$ cat src/rtl/clock_calendar.sv
// clock_calendar: 1 Hz time-of-day and date counter with per-field edit increments.
module clock_calendar (
  input  logic       clk,
  input  logic       rst,
  input  logic       tick_1hz,
  input  logic [2:0] mode,
  input  logic       inc_btn,
  output logic [5:0] sec,
  output logic [5:0] min,
  output logic [4:0] hour,
  output logic [4:0] day,
  output logic [3:0] month,
  output logic [6:0] year_lo,
  output logic [6:0] year_hi,
  output logic       leap
);
  function automatic logic is_leap(input logic [6:0] lo, input logic [1:0] hi);
    return (lo != 7'd0 && lo[1:0] == 2'd0) || (lo == 7'd0 && hi == 2'd0);
  endfunction
  function automatic logic [4:0] dim_of(input logic [3:0] m, input logic l);
    return (m == 4'd2) ? (l ? 5'd29 : 5'd28) :
           (m == 4'd4 || m == 4'd6 || m == 4'd9 || m == 4'd11) ? 5'd30 : 5'd31;
  endfunction
  logic s1, s2, s3, inc_pulse;
  logic c_s, c_m, c_h, c_d, c_mo, c_y;
  logic [5:0] sec_inc, min_inc, n_sec, n_min;
  logic [4:0] hour_inc, day_inc, dim, dim_mo, dim_ylo, dim_yhi, n_hour, n_day;
  logic [3:0] mo_inc, n_month;
  logic [6:0] ylo_inc, yhi_inc, n_ylo, n_yhi;
  assign inc_pulse = s2 & ~s3;
  assign leap      = is_leap(year_lo, year_hi[1:0]);
  assign dim       = dim_of(month, leap);
  assign c_s  = sec == 6'd59;
  assign c_m  = c_s && min == 6'd59;
  assign c_h  = c_m && hour == 5'd23;
  assign c_d  = c_h && day == dim;
  assign c_mo = c_d && month == 4'd12;
  assign c_y  = c_mo && year_lo == 7'd99;
  assign sec_inc  = (sec == 6'd59) ? 6'd0 : sec + 6'd1;
  assign min_inc  = (min == 6'd59) ? 6'd0 : min + 6'd1;
  assign hour_inc = (hour == 5'd23) ? 5'd0 : hour + 5'd1;
  assign day_inc  = (day == dim) ? 5'd1 : day + 5'd1;
  assign mo_inc   = (month == 4'd12) ? 4'd1 : month + 4'd1;
  assign ylo_inc  = (year_lo == 7'd99) ? 7'd0 : year_lo + 7'd1;
  assign yhi_inc  = (year_hi == 7'd99) ? 7'd0 : year_hi + 7'd1;
  // month length after the edit, used to clamp day in the same update
  assign dim_mo  = dim_of(mo_inc, leap);
  assign dim_ylo = dim_of(month, is_leap(ylo_inc, year_hi[1:0]));
  assign dim_yhi = dim_of(month, is_leap(year_lo, yhi_inc[1:0]));
  always_comb begin
    n_sec   = sec;
    n_min   = min;
    n_hour  = hour;
    n_day   = day;
    n_month = month;
    n_ylo   = year_lo;
    n_yhi   = year_hi;
    if (mode == 3'd0) begin
      if (tick_1hz) begin
        n_sec = sec_inc;
        if (c_s) n_min = min_inc;
        if (c_m) n_hour = hour_inc;
        if (c_h) n_day = day_inc;
        if (c_d) n_month = mo_inc;
        if (c_mo) n_ylo = ylo_inc;
        if (c_y) n_yhi = yhi_inc;
      end
    end else if (inc_pulse) begin
      case (mode)
        3'd1: n_sec = sec_inc;
        3'd2: n_min = min_inc;
        3'd3: n_hour = hour_inc;
        3'd4: n_day = day_inc;
        3'd5: begin n_month = mo_inc; n_day = (day > dim_mo) ? dim_mo : day; end
        3'd6: begin n_ylo = ylo_inc; n_day = (day > dim_ylo) ? dim_ylo : day; end
        default: begin n_yhi = yhi_inc; n_day = (day > dim_yhi) ? dim_yhi : day; end
      endcase
    end
  end
  always_ff @(posedge clk) begin
    if (rst) begin
      {s1, s2, s3} <= 3'b000;
      sec     <= 6'd0;
      min     <= 6'd0;
      hour    <= 5'd0;
      day     <= 5'd1;
      month   <= 4'd1;
      year_lo <= 7'd0;
      year_hi <= 7'd20;
    end else begin
      {s1, s2, s3} <= {inc_btn, s1, s2};
      sec     <= n_sec;
      min     <= n_min;
      hour    <= n_hour;
      day     <= n_day;
      month   <= n_month;
      year_lo <= n_ylo;
      year_hi <= n_yhi;
    end
  end
endmodule

$ cat config.mk
export PLATFORM = sky130hd
export DESIGN_NAME = clock_calendar
export DESIGN_NICKNAME = d
export VERILOG_FILES = /design/src/rtl/clock_calendar.sv
export SDC_FILE = /design/constraint.sdc
export NUM_CORES = 1
export LEC_CHECK = 0
export ABC_AREA = 1
export CAP_MARGIN = 20
export CORE_UTILIZATION = 55
export CTS_BUF_LIST = sky130_fd_sc_hd__clkbuf_16
export CTS_CLUSTER_SIZE = 20
export DETAILED_ROUTE_END_ITERATION = 8
export HOLD_SLACK_MARGIN = 0.06
export MAX_ROUTING_LAYER = met4
export PLACE_DENSITY = 0.82
export RECOVER_POWER = 50
export SETUP_SLACK_MARGIN = 0.1
export SLEW_MARGIN = 30
export SYNTH_ARGS = -nofsm -noshare
export SYNTH_HDL_FRONTEND = slang
export SYNTH_SLANG_ARGS = --single-unit
$ cat constraint.sdc
create_clock -name clk -period 4.52 [get_ports clk]
set_input_delay 0.452 -clock clk [delete_from_list [all_inputs] [get_ports clk]]
set_output_delay 0.452 -clock clk [all_outputs]
set_load 0.02 [all_outputs]
==> metrics.md, run 1 <==
| Metric | Value |
|---|---|
| Die area | `5570 µm²` |
| Largest net degree at the start of global routing | `22` |
| Drt wl/cell | `12.6 µm` |
| Crit path max fanout | `8` |
| Drc violations | `0` |
| Fmax | `355 MHz` |
| N_diodes | `0` |
| WP buf/inv | `3` |
| Top Family by Delay on Critical Path | `simple AND/OR/NAND/NOR gates` |
| Final Skew | `0.00626 ns` |
| Layout cells sized above 1 | `10.7%` |
| Leak pwr | `1.67 nW` |
| Switching Share | `22.5%` |
| Longest Clk Path Bufs | `2` |
| Via-to-Cell Ratio | `5.29` |
| Max IR drop VDD | `0.000188 V` |
| Reg2Reg Depth | `16` |
| Seq cells post-synth | `43` |
| Post-route cell area | `3640 µm²` |
| Vias in the first global route | `2573` |
| Reg2reg end | `day[4]$_SDFFE_PP0P_` |
| Critical path launch point type | `register` |
| Arrival @ worst endpoint | `2.98 ns` |
| Max incr delay on CP | `0.47 ns` |
| Die X | `74.7 µm` |
| Tcrit/Tclk final | `62.3%` |
| Register area share after synthesis | `29.7%` |
| Starting DRC count in detailed routing | `209` |
| Cells after synthesis | `415` |
| TritonCTS clock tree | `built` |
| First-pass GRT wire length | `11.2 mm` |
| Row cnt | `26` |
| Synth Area per Inst | `6.99 µm²` |
| Mapped Area | `2900 µm²` |
| Critical path class | `reg2reg` |
| Drt pass-1 iters | `4` |
| Cts hold-fix bufs | `0` |
| WP data required | `4.69 ns` |
| Clock root cell | `clkbuf_16` |
| # setup viols final | `0` |
| HP Start | `s1$_SDFF_PP0_` |
| Setup_tns | `0 ns` |
| Sequential share of power | `41.5%` |
| Via count | `2840` |
| Syn_nets | `443` |
| Power per cell area | `260 nW/µm²` |
| Least-Margin Pin Slew | `0.978 ns` |
| Hold Path Class | `reg2reg` |
| Slew Viols, Final | `0` |
| Post-detailed-route count of antenna-violating nets | `0` |
| Resize count post-CTS | `0` |
| Worst-Skew Late Latency | `0.28 ns` |
| Synth cell types | `41` |
| Critical path capture point type | `register` |
| Number of buffers created by CTS | `5` |
| Power share of the clock group | `48.6%` |
| Main flop type after synthesis | `dfxtp_1` |
| Net Switching | `0.213 mW` |
| Tot GR Track Use | `26.7%` |
| Htree depth | `2` |
| Die height | `74.7 µm` |
| Reg2reg start | `month[0]$_SDFFE_PP1P_` |
| Global route overflow | `0` |
| Status | `completed` |
| Max-cap violation count | `0` |
| I/O pins | `48` |
| Post-CTS setup buffer count | `0` |
| RD Place Congestion | `0.927` |
| HPWL Detailed | `5.07 mm` |
| Slew HR | `34.8%` |
| YS warnings | `0` |
| Slowest library cell on the worst path | `dfxtp_1` |
| Placed cell area | `3450 µm²` |
| Fraction of registers with async set or reset after synthesis | `0%` |
| Initial Util | `56.8%` |
| Clk sinks | `43` |
| Hold Path Sink | `s2$_SDFF_PP0_` |
| Post-synth EDFFs | `0` |
| P_int | `0.733 mW` |
| Crit path time final | `2.82 ns` |
| Core Area | `5110 µm²` |
| Hold path depth | `2` |
| Initial antenna violation count | `0` |
| Clock slew at reported path FFs | `0.06 ns` |
| Fin nets | `494` |
| Port bufs | `47` |
| Comb power frac | `9.9%` |
| Flop2flop setup slack | `1.70 ns` |
| Synthesis-to-finish area growth | `25.3%` |
| RSZ-0062 raised after global routing | `false` |
| Most used cell along the critical path | `nand2_1` |
| Final wirelength | `6.76 mm` |
| Final Hold Viols | `0` |
| CP cell instances | `inv_1, ha_1, o21ai_0, nand2_1, nand3_2, inv_1, a21oi_1, ha_1, nand2_1, nand2_1, nand2_1, nand3_1, nor2_2, inv_2, nor2_1, a21oi_1` |
[routing by layer]
metal	global-route usage, %	part of all wire (%)	wire [µm]	up-vias
met5	-	0	0	-
li1	-	-	-	1480
met1	34.0	47	3170	1279
met3	4.55	4.9	333	8
met2	42.5	47	3160	73
met4	9.43	1.4	95	0
[per-stage QoR]
step / instances / hold WS [ns] / total power [mW] / setup WS, ns / utilization (%)
global route: 537 / 0.443 / 0.980 / 1.42 / 71.2
CTS: 537 / 0.419 / 0.953 / 1.78 / 71.3
finish: 537 / 0.414 / 0.947 / 1.70 / 71.2
floorplan: 415 / 0.388 / 0.463 / 2.04 / -
global placement: 529 / 0.395 / 0.494 / 1.85 / 67.6
detailed placement: 529 / 0.410 / 0.496 / 1.81 / 67.6
[kinds of logic (layout without fill, tap and decap cells)]
group                    after synthesis  after routing  share of synthesized area [%]
buffers and inverters                 59            111                           7.84
AO/OA/AOI/OAI                         66             66                           13.0
adder cells (fa/ha/maj)               21             21                           9.05
XOR/XNOR                              10             10                           3.02
AND/OR/NAND/NOR                      216            216                           37.4
flip-flops                            43             43                           29.7
[worst max-delay path by stage]
stage	start	end	slack, ns	depth (start not counted)
6_report	month[0]$_SDFFE_PP1P_	day[4]$_SDFFE_PP0P_	1.70	16
5_1_grt	month[0]$_SDFFE_PP1P_	day[3]$_SDFFE_PP0P_	1.42	16
4_1_cts	month[0]$_SDFFE_PP1P_	day[1]$_SDFFE_PP0P_	1.78	17
3_5_place_dp	month[0]$_SDFFE_PP1P_	day[2]$_SDFFE_PP0P_	1.81	16
3_3_place_gp	month[0]$_SDFFE_PP1P_	day[4]$_SDFFE_PP0P_	1.85	17
2_1_floorplan	month[0]$_SDFFE_PP1P_	day[2]$_SDFFE_PP0P_	2.04	17
[state kept, by name, summed over array words and instances, names as in the netlist]
signal / cells
year_hi: 7
year_lo: 7
s1: 1
s2: 1
sec: 6
s3: 1
hour: 5
day: 5
month: 4
min: 6
[Yosys cell counts (2+ instances only)]
cell      instances  area, µm²
o21ai_1           7       35.0
nor2_2            6       37.5
nor3_1            7       35.0
nand4_1          15       93.8
nand3_2           5       50.1
inv_2             5       18.8
nand3_1          30        150
nand2_1          90        338
nand2_2           5       31.3
clkbuf_1          4       15.0
nand2_4           5       56.3
xor2_1            6       52.6
ha_1             21        263
dfxtp_1          43        861
or2_2             2       12.5
o21ai_0          16       80.1
nor3b_1           3       22.5
xnor2_1           4       35.0
o211ai_1          2       15.0
nor3b_2           2       25.0
a22oi_1           2       15.0
inv_1            48        180
a21oi_1          31        155
nor2_1           39        146
[worst register-to-register path: cells and delay by family, from the launching register on]
family / cells / cell delay [ns]
compound gates: 3 / 0.52
fa+ha+maj: 2 / 0.53
buf+inv: 3 / 0.31
flops: 1 / 0.47
simple gates: 8 / 0.88
[area by class of cell]
cell class,instances,area [µm²]
clock buffers,5,125
clock inverters,3,63.8
fillers,435,1470
inverters,55,213
multi-input cells,313,1810
flip-flops and latches,43,861
well taps,70,87.6
repair buffers,48,474
[cell usage in the layout, fill, tap and decap left out, types with 2 or more instances in the layout]
cell type        instances
a21oi_1                 31
a22oi_1                  2
bufinv_16                2
clkbuf_16                5
clkdlybuf4s50_1          7
dfxtp_1                 43
dlygate4sd3_1           40
ha_1                    21
inv_1                   49
inv_2                    5
nand2_1                 90
nand2_2                  5
nand2_4                  5
nand3_1                 30
nand3_2                  5
nand4_1                 15
nor2_1                  39
nor2_2                   6
nor3_1                   7
nor3b_1                  3
nor3b_2                  2
o211ai_1                 2
o21ai_0                 16
o21ai_1                  7
or2_2                    2
xnor2_1                  4
xor2_1                   6
[power by group through the flow]
stage	sequential (mW)	combinational [mW]	clock, mW
after floorplan	0.406	0.0575	0
after global placement	0.401	0.0928	0
after detailed placement	0.401	0.0950	0
after CTS	0.393	0.0956	0.464
after global routing	0.394	0.105	0.481
final	0.393	0.0936	0.461
No activity file was read; power rests on OpenSTA's default activity.
==> run 2: changes to the inputs <==
--- a/config.mk
+++ b/config.mk
@@ -7,13 +7,13 @@
 export LEC_CHECK = 0
 export ABC_AREA = 1
 export CAP_MARGIN = 20
-export CORE_UTILIZATION = 55
+export CORE_UTILIZATION = 49
 export CTS_BUF_LIST = sky130_fd_sc_hd__clkbuf_16
 export CTS_CLUSTER_SIZE = 20
 export DETAILED_ROUTE_END_ITERATION = 8
 export HOLD_SLACK_MARGIN = 0.06
 export MAX_ROUTING_LAYER = met4
-export PLACE_DENSITY = 0.82
+export PLACE_DENSITY = 0.77
 export RECOVER_POWER = 50
 export SETUP_SLACK_MARGIN = 0.1
 export SLEW_MARGIN = 30
==> constraint.sdc (replaced) <==
create_clock -name clk -period 2.3 [get_ports clk]
set_input_delay 0.23 -clock clk [delete_from_list [all_inputs] [get_ports clk]]
set_output_delay 0.23 -clock clk [all_outputs]
set_load 0.02 [all_outputs]
==> run 2 against run 1 <==
  * The run now ends with setup timing left
  * Register-to-register slack lost 1.9 ns
  * Clock-buffer cell count is the same
  * Flip-flop and latch count is the same
  * Worst hold slack gained 0.020 ns
  * Largest cell class unchanged
  * Sequential share of layout area shrank 1.9 points
==> metrics.md, run 2 (same netlist as run 1, synthesis figures left out) <==
| Metric | Value |
|---|---|
| Fin cells | `567 (+5.6%)` |
| TritonCTS clock tree | `built` |
| Longest Clk Path Bufs | `2 (unchanged)` |
| Drt pass-1 iters | `5 (+1)` |
| Post-detailed-route count of antenna-violating nets | `0 (unchanged)` |
| Largest regs | `year_hi (7), year_lo (7)` |
| Via-to-Cell Ratio | `5.35 (+1.2%)` |
| Commonest non-fill, non-tap cell in the layout | `nand2_1` |
| Final Skew | `0.00284 ns (-0.00341 ns)` |
| Final Hold Viols | `0 (unchanged)` |
| Most used cell along the critical path | `nand2_1` |
| Max IR drop VDD | `0.000339 V (+80%)` |
| Core Area | `5610 µm² (+9.8%)` |
| WP buf/inv | `2 (-1)` |
| Critical path launch point type | `register` |
| Fin nets | `522 (+5.7%)` |
| Vias in the first global route | `2667 (+3.7%)` |
| Largest net degree at the start of global routing | `21 (-4.5%)` |
| Tot GR Track Use | `24.6% (-2.1 points)` |
| Power per cell area | `446 nW/µm² (+71%)` |
| Die area | `6240 µm² (+12%)` |
| Layout cells sized above 1 | `25.5% (+15 points)` |
| First-pass GRT wire length | `12.0 mm (+6.7%)` |
| Number of buffers created by CTS | `5 (unchanged)` |
| Starting DRC count in detailed routing | `226 (+8.1%)` |
| Hold Slack | `0.434 ns (+0.0199 ns)` |
| # setup viols final | `5 (+5)` |
| # placed instances | `541 (+2.3%)` |
| Clk sinks | `43 (unchanged)` |
| Cts hold-fix bufs | `0 (unchanged)` |
| Clock slew at reported path FFs | `0.06 ns (about the same)` |
| Critical path capture point type | `register` |
| Htree depth | `2 (unchanged)` |
| Max incr delay on CP | `0.36 ns (-0.11 ns)` |
| Least-Margin Pin Slew | `0.543 ns (-0.435 ns)` |
| Drc violations | `0 (unchanged)` |
| Post-route cell area | `4060 µm² (+11%)` |
| Synthesis-to-finish area growth | `39.7%` |
| CP cell instances | `inv_1, nor2_1, nand4_1, nand2_1, nand2_1, nor2_1, nand4_1, nand2_2, a21oi_2, ha_1, nand2_1, nand2_1, nand2_1, nand2_2, nor2_4, inv_2, a21oi_2, nand2_1, a21oi_2` |
| Die X | `79.0 µm (+5.8%)` |
| Status | `complete, but fails checks` |
| Slew Viols, Final | `0 (unchanged)` |
| Arrival @ worst endpoint | `2.67 ns (-0.31 ns)` |
| I/O pins | `48 (unchanged)` |
| HPWL Detailed | `5.16 mm (+1.8%)` |
| Top Family by Delay on Critical Path | `simple AND/OR/NAND/NOR gates` |
| Max-cap violation count | `0 (unchanged)` |
| PnR Total Power | `1.81 mW (+91%)` |
| Crit path max fanout | `5 (-3)` |
| Initial antenna violation count | `0 (unchanged)` |
| Tcrit/Tclk final | `106% (+44 points)` |
| Post-Place Worst Slack | `-0.104 ns (-1.91 ns)` |
| WP data required | `2.52 ns (-2.17 ns)` |
| Final worst setup slack | `-0.149 ns (-1.85 ns)` |
| Crit path time final | `2.45 ns (-0.367 ns)` |
| Leak pwr | `1.79 nW (+7.4%)` |
| Critical path class | `reg2reg` |
| Util after Layout | `72.3% (+1.1 points)` |
| Via count | `3036 (+6.9%)` |
| Die height | `79.0 µm (+5.8%)` |
| RSZ-0062 raised after global routing | `true` |
| Port bufs | `47 (unchanged)` |
| Fmax | `408 MHz (+15%)` |
| Worst-Skew Late Latency | `0.29 ns (about the same)` |
| Most frequent cells in the layout | `nand2_1, inv_1, nor2_1, dfxtp_1, dlygate4sd3_1` |
| Drt wl/cell | `13.1 µm (+4.4%)` |
| Failing checks | `setup timing` |
| N_diodes | `0 (unchanged)` |
| Hold Path Class | `reg2reg` |
| RD Place Congestion | `0.895 (-3.4%)` |
| Setup_tns | `-0.673 ns (-0.673 ns)` |
| Final wirelength | `7.45 mm (+10%)` |
| Global route overflow | `0 (unchanged)` |
| Placed cell area | `3590 µm² (+4.0%)` |
| Slew HR | `63.7% (+29 points)` |
| Slowest library cell on the worst path | `dfxtp_2` |
| Clock root cell | `clkbuf_16` |
| Row cnt | `27 (+3.8%)` |
| Initial Util | `51.8% (-5.1 points)` |
==> run 2: cell types whose count changed in the layout (fill, tap and decap cells not counted), moves of 9 or more <==
cell	before	now
clkdlybuf4s50_1	7	16
dlygate4sd3_1	40	30
nand2_1	90	79
buf_4	0	25
nand2_2	5	14
dfxtp_1	43	34
==> run 2: repair_timing <==
action | 4_1_cts | 5_1_grt
cloned | 0 | 0
pin swaps | 17 | 25
endpoints found under the setup margin | 20 | 24
resized for setup | 16 | 36
setup buffers | 10 | 8
==> run 2: tightest hold or removal path: stages, from the launching register on <==
cell and delay (ns):
dfxtp_1 0.30, inv_1 0.06, nor2_1 0.04
==> run 2: layout make-up <==
type,count,area (µm²)
Multi-Input combinational cell,313,1990
Fill cell,446,1550
Sequential cell,43,885
Timing Repair Buffer,76,706
Inverter,55,223
Clock buffer,5,125
Tap cell,72,90.1
Clock inverter,3,40.0
==> run 2: report_power, final <==
| part | total (mW) | internal, mW | switching (mW) | leakage [nW] |
|---|---|---|---|---|
| Combinational | 0.233 | 0.0950 | 0.138 | 1.35 |
| Clock | 0.806 | 0.509 | 0.297 | 0.0855 |
| Sequential | 0.768 | 0.753 | 0.0154 | 0.353 |
==> run 2: path summary, 6_finish.rpt <==
kind,from,to,slack [ns],cells after the start
worst max register to register,year_lo[5]$_SDFFE_PP0P_,day[1]$_SDFFE_PP0P_,-0.15,19
worst min-delay path,s2$_SDFF_PP0_,s3$_SDFF_PP0_,0.43,2
worst min register to register,s2$_SDFF_PP0_,s3$_SDFF_PP0_,0.43,2
worst max-delay path,year_lo[5]$_SDFFE_PP0P_,day[1]$_SDFFE_PP0P_,-0.15,19
==> run 2: per-layer routing <==
metal	GRT usage (%)	routed length, µm	vias up
met5	-	0	-
met4	6.91	93	0
met3	3.91	426	11
met2	40.5	3690	102
met1	31.1	3240	1386
li1	-	-	1537
==> run 3: changes to the inputs <==
--- a/config.mk
+++ b/config.mk
@@ -6,7 +6,6 @@
 export NUM_CORES = 1
 export LEC_CHECK = 0
 export ABC_AREA = 1
-export CAP_MARGIN = 20
 export CORE_UTILIZATION = 49
 export CTS_BUF_LIST = sky130_fd_sc_hd__clkbuf_16
 export CTS_CLUSTER_SIZE = 20
==> results of run 3 <==
Final layout, timing and power as in run 2 (identical DEF).
